File: config.mk
export PLATFORM = sky130hd
export DESIGN_NAME = bandpower_mc
export DESIGN_NICKNAME = d
export VERILOG_FILES = /design/src/rtl/bandpower_mc.sv
export SDC_FILE = /design/constraint.sdc
export NUM_CORES = 1
export LEC_CHECK = 0
export CORE_UTILIZATION = 45
export CTS_CLUSTER_DIAMETER = 50
export DETAILED_ROUTE_END_ITERATION = 6
export SYNTH_ARGS = -nofsm -noshare
export SYNTH_HDL_FRONTEND = slang
export SYNTH_SLANG_ARGS = --single-unit
File: constraint.sdc
create_clock -name clk -period 22.8 [get_ports clk]
set_input_delay 3.42 -clock clk [delete_from_list [all_inputs] [get_ports clk]]
set_output_delay 3.42 -clock clk [all_outputs]
set_load 0.02 [all_outputs]
File: src/rtl/bandpower_mc.sv
// rtl/bandpower_mc.sv - multi-channel windowed mean-square power estimator
module bandpower_mc #(
    parameter int DATA_W    = 16,
    parameter int NCH       = 4,
    parameter int WIN_LOG2  = 6,
    parameter int OUT_W     = 16,
    parameter int OUT_SHIFT = 14,
    localparam int CH_W     = (NCH > 1) ? $clog2(NCH) : 1,
    localparam int ACC_W    = 2*DATA_W + WIN_LOG2
) (
    input  logic                     clk,
    input  logic                     rst,
    input  logic                     in_valid,
    input  logic [CH_W-1:0]          in_ch,
    input  logic signed [DATA_W-1:0] x_in,
    input  logic                     clr,
    output logic                     power_valid,
    output logic [CH_W-1:0]          power_ch,
    output logic [OUT_W-1:0]         power_out,
    output logic                     power_sat
);

    localparam int SQ_W = 2*DATA_W;

    // Per-channel window state: running sum of squares and samples seen so far
    logic [ACC_W-1:0]    acc [NCH];
    logic [WIN_LOG2-1:0] cnt [NCH];

    logic                ch_ok;
    logic                accept;
    logic [SQ_W-1:0]     x_ext;
    logic [SQ_W-1:0]     sq;
    logic [ACC_W-1:0]    acc_sel;
    logic [WIN_LOG2-1:0] cnt_sel;
    logic [WIN_LOG2-1:0] cnt_nxt;
    logic [ACC_W-1:0]    total;
    logic                is_final;
    logic [ACC_W-1:0]    mean;
    logic                sat;

    // Square the sample, add it to the selected channel's sum and form the result
    always_comb begin
        ch_ok   = 32'(in_ch) < 32'(NCH);
        accept  = in_valid && ch_ok && !clr;
        // Sign-extending to 2*DATA_W and multiplying modulo 2^(2*DATA_W) gives the
        // exact square, including the most-negative input.
        x_ext   = {{DATA_W{x_in[DATA_W-1]}}, x_in};
        sq      = x_ext * x_ext;
        acc_sel = '0;
        cnt_sel = '0;
        if (ch_ok) begin
            acc_sel = acc[in_ch];
            cnt_sel = cnt[in_ch];
        end
        cnt_nxt  = cnt_sel + WIN_LOG2'(1);
        total    = acc_sel + {{WIN_LOG2{1'b0}}, sq};
        is_final = &cnt_sel;
        mean     = total >> (WIN_LOG2 + OUT_SHIFT);
        sat      = |(mean >> OUT_W);
    end

    // Window bookkeeping and registered result presentation
    always_ff @(posedge clk) begin
        if (rst) begin
            for (int i = 0; i < NCH; i++) begin
                acc[i] <= '0;
                cnt[i] <= '0;
            end
            power_valid <= 1'b0;
            power_ch    <= '0;
            power_out   <= '0;
            power_sat   <= 1'b0;
        end else begin
            power_valid <= 1'b0;
            if (clr) begin
                for (int i = 0; i < NCH; i++) begin
                    acc[i] <= '0;
                    cnt[i] <= '0;
                end
            end else if (accept) begin
                if (is_final) begin
                    acc[in_ch]  <= '0;
                    cnt[in_ch]  <= '0;
                    power_valid <= 1'b1;
                    power_ch    <= in_ch;
                    power_out   <= sat ? {OUT_W{1'b1}} : OUT_W'(mean);
                    power_sat   <= sat;
                end else begin
                    acc[in_ch] <= total;
                    cnt[in_ch] <= cnt_nxt;
                end
            end
        end
    end

endmodule

* After elaboration in Yosys (flattened, before gate mapping)
Memory sizes are Yosys's and may differ from the RTL's.
Cells that the tools add are included.
** Storage, ports and cells
- Register bits :: 20
- RAM bits :: 176
- Word-level logic and storage cells :: 59
- Memories :: 2
** Memory list
- acc :: depth 4, width 38, read ports 1, clocked after Yosys merged registers in 0, write ports 4, line 26 : logic [ACC_W-1:0] acc [NCH];
- cnt :: depth 4, width 6, read ports 1, clocked after Yosys merged registers in 0, write ports 4, line 27 : logic [WIN_LOG2-1:0] cnt [NCH];
** Cells by class
- Add/subtract/negate cells :: 2
- $mul :: 1
- Multiplexer cells :: 32
- Bitwise logic cells :: 11
- Reductions and logical operators :: 7
** Operators by type and width (number)
- 38-bit two-way mux :: 6
- 38-bit by 32-bit adder with 38-bit output :: 1
- 38-bit OR reduction :: 1
- 6-bit two-way mux :: 6
- 16-bit by 16-bit multiplier with 32-bit output :: 1
- 1-bit two-way mux :: 17
- 16-bit two-way mux :: 1
- 1-bit OR :: 10
- 8-bit AND reduction :: 1
- 6-bit by 1-bit adder with 6-bit output, second input constant :: 1
- 6-bit AND reduction :: 1
- 6-bit OR reduction :: 1
- 2-bit two-way mux :: 2
- 2-bit OR reduction :: 1
- 1-bit logical AND :: 1
- 1-bit logical NOT :: 1
- 1-bit inverter :: 1

* Depth between registers and ports, before layout
An unclocked memory read counts as a cell.
- Depth after elaboration :: 10
- Mapped depth :: 35
- Gate-level depth less buffers :: 32

* Worst setup path after synthesis
Ideal clock, no wire load.
- Path type :: input to register
- Start point :: input x_in[12]
- End point :: memory acc[1][36] (netlist bit), data pin
- Arrival time :: 11000 ps
- Data required time :: 22535 ps
- Setup slack :: 11534 ps
- Cell stages on the path :: 32
- Path through :: clkbuf_1 -> clkinv_1 -> nor2_1 -> ha_1 -> xor2_1 -> fa_1 -> fa_1 -> inv_1 -> fa_1 -> fa_1 -> inv_1 -> fa_1 -> inv_1 -> ha_1 -> nand2_1 -> or4_1 -> a21oi_1 -> o21ai_0 -> o21ai_0 -> a31oi_1 -> xnor2_1 -> ha_1 -> clkbuf_1 -> nand2_1 -> or3_1 -> nand3b_1 -> a31oi_1 -> o21ai_0 -> a21oi_1 -> xnor2_1 -> clkbuf_1 -> nor2_1
** RTL lines
- start: declaration :: line 15 : input logic signed [DATA_W-1:0] x_in,
- end: declaration :: line 26

* Worst setup path in the final report
- Start point :: input x_in[15]
- End point :: register power_out[3]
** On the way
- Word-level cells in the longest chain between the ends :: 4
** Ends and longest elaborated chain
- 16-bit by 16-bit multiplier with 32-bit output (*) :: line 48 : sq = x_ext * x_ext;
- 38-bit by 32-bit adder with 38-bit output (*) :: line 56 : total = acc_sel + {{WIN_LOG2{1'b0}}, sq};
- 2-bit OR reduction :: line 59 : sat = |(mean >> OUT_W);
- 16-bit two-way mux (*) :: line 86 : power_out <= sat ? {OUT_W{1'b1}} : OUT_W'(mean);
- end signal: assignment :: line 86
- end: declaration :: line 19 : output logic [OUT_W-1:0] power_out,
Mark *: on every way between the ends. The rest lies on a longest branch, timed or not.
A chain may end at the register's enable or synchronous reset.

==> flow_summary.toml <==
[run_status]
status = "finished, final reports clean"

[yosys]
synthCells = 1827
synth_area_leader_cell = "edfxtp_1"
synth_async_sr_flop_share_pct = 0
ys_seq_area_share_pct = 29.8
synth.area.top_cells = "edfxtp_1 28%, fa_1 25%, ha_1 8.3%"
synthFlopType = "edfxtp_1"
synth_edf_count = 176
synth_commonest_cells = "339 x inv_1, 235 x fa_1, 226 x nor2_1"
yosysWarnings = 0
synth_top_area_share_pct = 27.7
synth_nets = 2210
synth.most_common_cell = "inv_1"
synth_area_per_cell_um2 = 10.4
yosys.cell_types.count = 65
synth-seq-cells = 196
syn-cell-area_um2 = 19100

[placed_design]
place_area_um2 = 20000
portBuffers = 41
pre_cts_ws_ns = 9.72
dpl.hpwl_um = 32800
gp_congestion = 0.864

[setup_path]
cp-start-kind = "primary input"
worstSetupPathType = "in -> reg"
worstPathRequired_ns = 23.07
path_max_fanout = 21
cp-end-kind = "flip-flop"
cp.arrival_ns = 12.94
max_stage_delay_ns = 0.98
critical_path.slowest_cell = "clkdlybuf4s50_1"

[timing]
fmax_mhz = 78.9
worstMarginPinSlew_ns = 1.00
fin_crit_sh_pct = 55.6
slew_viol_final = 0
slew_headroom_pct = 33.0
clock_skew_ns = 0.0127
setup_ws_ns = 10.13
period_minus_slack_ns = 12.67
hold_viol_final = 0
rsz0062_at_grt = "false"
setup_violations = 0
tns_ns = 0
hold_ws_ns = 0.510

[clock_tree]
cts-resized-gates = 0
ctsHoldBuffers = 0
post-cts-setup-buffer-count = 0
clock-sinks = 196
root_buffer = "clkbuf_16"
cts_tree = "built"
path_clk_slew_ns = 0.07
clock_latency_ns = 0.44
numCtsBuffers = 17
htree_levels = 4
clk_path_buf_depth = 2

[floorplan]
dieArea_um2 = 43200
row_count = 75
die_h_um = 208
io_pins = 42
coreArea_um2 = 41900
floorplan.initialDensity_pct = 45.6
die_w_um = 208

[drt]
wl_per_cell_um = 18.2
ant_nets = 0
drtIter0Drc = 811
firstDrtPassIters = 4
vias = 12600
via_per_inst = 5.31
drc = 0
wl_um = 43400

[cells_and_area]
finalInstanceArea_um2 = 20600
drive_gt1_share_pct = 6.14
num_antenna_cells = 0
syn_to_final_growth_pct = 7.79
nFillCells = 3905
final_nets = 2210

[run]
maxCapViolCount = 0

[grt]
antenna_found_initial = 0
grt_max_degree = 54
grt_pass1_wl_um = 73400
grt_usage_pct = 21.5
grt.overflow.total = 0
first_global_vias = 13600

[min_path]
hold_path.class = "reg -> reg"
layer usage:
metal	GRT usage (%)	routed length (um)	share of wire, %
met5	0	0	0
met4	3.52	370	0.85
met3	2.48	2020	4.6
met2	35.1	20700	48
met1	31.4	20300	47
worst paths after layout:
check	cells past startpoint	end	start	slack, ns
setup / recovery	29	power_out[3]	x_in[15]	10.13
hold / removal	2	power_ch[0]	power_ch[0]	0.51
setup reg to reg	10	power_out[3]	acc[2][6]	18.69
hold reg to reg	2	power_ch[0]	power_ch[0]	0.51
sequential cells by signal, summed over array words and instances (netlist names):
name	count
power_ch	2
power_out	16
power_sat	1
acc	152
cnt	24
power_valid	1
critical path: cells and delay by family:
kind	cells	cell delay [ns]
buffers and inverters	6	1.66
XOR/XNOR	3	1.04
AO/OA/AOI/OAI	7	1.76
AND/OR/NAND/NOR	5	1.50
adder cells (fa/ha/maj)	8	3.55
through the flow:
step,instances,utilization [%]
5_1_grt,2379,49.1
3_3_place_gp,2347,47.7
3_5_place_dp,2347,47.7
4_1_cts,2379,49.1
2_1_floorplan,1827,-
6_report,2379,49.1
cell usage in the layout (no fill, tap or decap), types with 4 or more instances in the layout:
cell / netlist / final
xnor2_1: 57 / 57
nand3_1: 16 / 16
a41oi_1: 17 / 17
o21a_1: 4 / 4
inv_6: 0 / 4
o21ai_0: 25 / 25
a21o_1: 35 / 35
inv_1: 339 / 339
ha_1: 126 / 126
o211ai_1: 6 / 6
buf_4: 0 / 15
nor3_1: 24 / 24
nand4_1: 10 / 10
xor2_1: 20 / 20
edfxtp_1: 176 / 176
a211oi_1: 4 / 4
nand2_1: 136 / 132
clkdlybuf4s50_1: 0 / 39
nand3b_1: 6 / 6
a21oi_1: 47 / 47
fa_1: 235 / 235
o21bai_1: 30 / 30
and2_1: 44 / 44
nand2b_1: 13 / 13
nor2_1: 226 / 226
clkbuf_16: 0 / 18
dfxtp_1: 20 / 20
and3_1: 5 / 5
nand2_2: 0 / 4
a31oi_1: 14 / 13
mux4_2: 44 / 44
or3_1: 5 / 5
nor2b_1: 7 / 7
or2_2: 6 / 6
cell type report:
type                            instances  area, um^2  share of cell area, %
Timing Repair Buffer                   55         508                   2.47
Sequential cell                       196        5690                   27.7
Clock inverter                         10        87.6                  0.426
Multi-Input combinational cell       1216       11800                   57.5
Tap cell                              539         674                   3.28
Clock buffer                           22         495                   2.41
Inverter                              341        1280                   6.22
kinds of logic (layout without fill, tap and decap cells):
group,Yosys count,in the layout,share of synthesized area (%)
adder cells (fa/ha/maj),361,361,32.9
buffers and inverters,415,428,8.28
multiplexers,47,47,5.36
AO/OA/AOI/OAI,222,222,8.25
flip-flops,196,196,29.8
AND/OR/NAND/NOR,508,508,11.8
XOR/XNOR,78,78,3.62
Power is left out: the tool's default activity adds up to more than one toggle a clock period on the data nets, which glitch-free logic cannot reach.
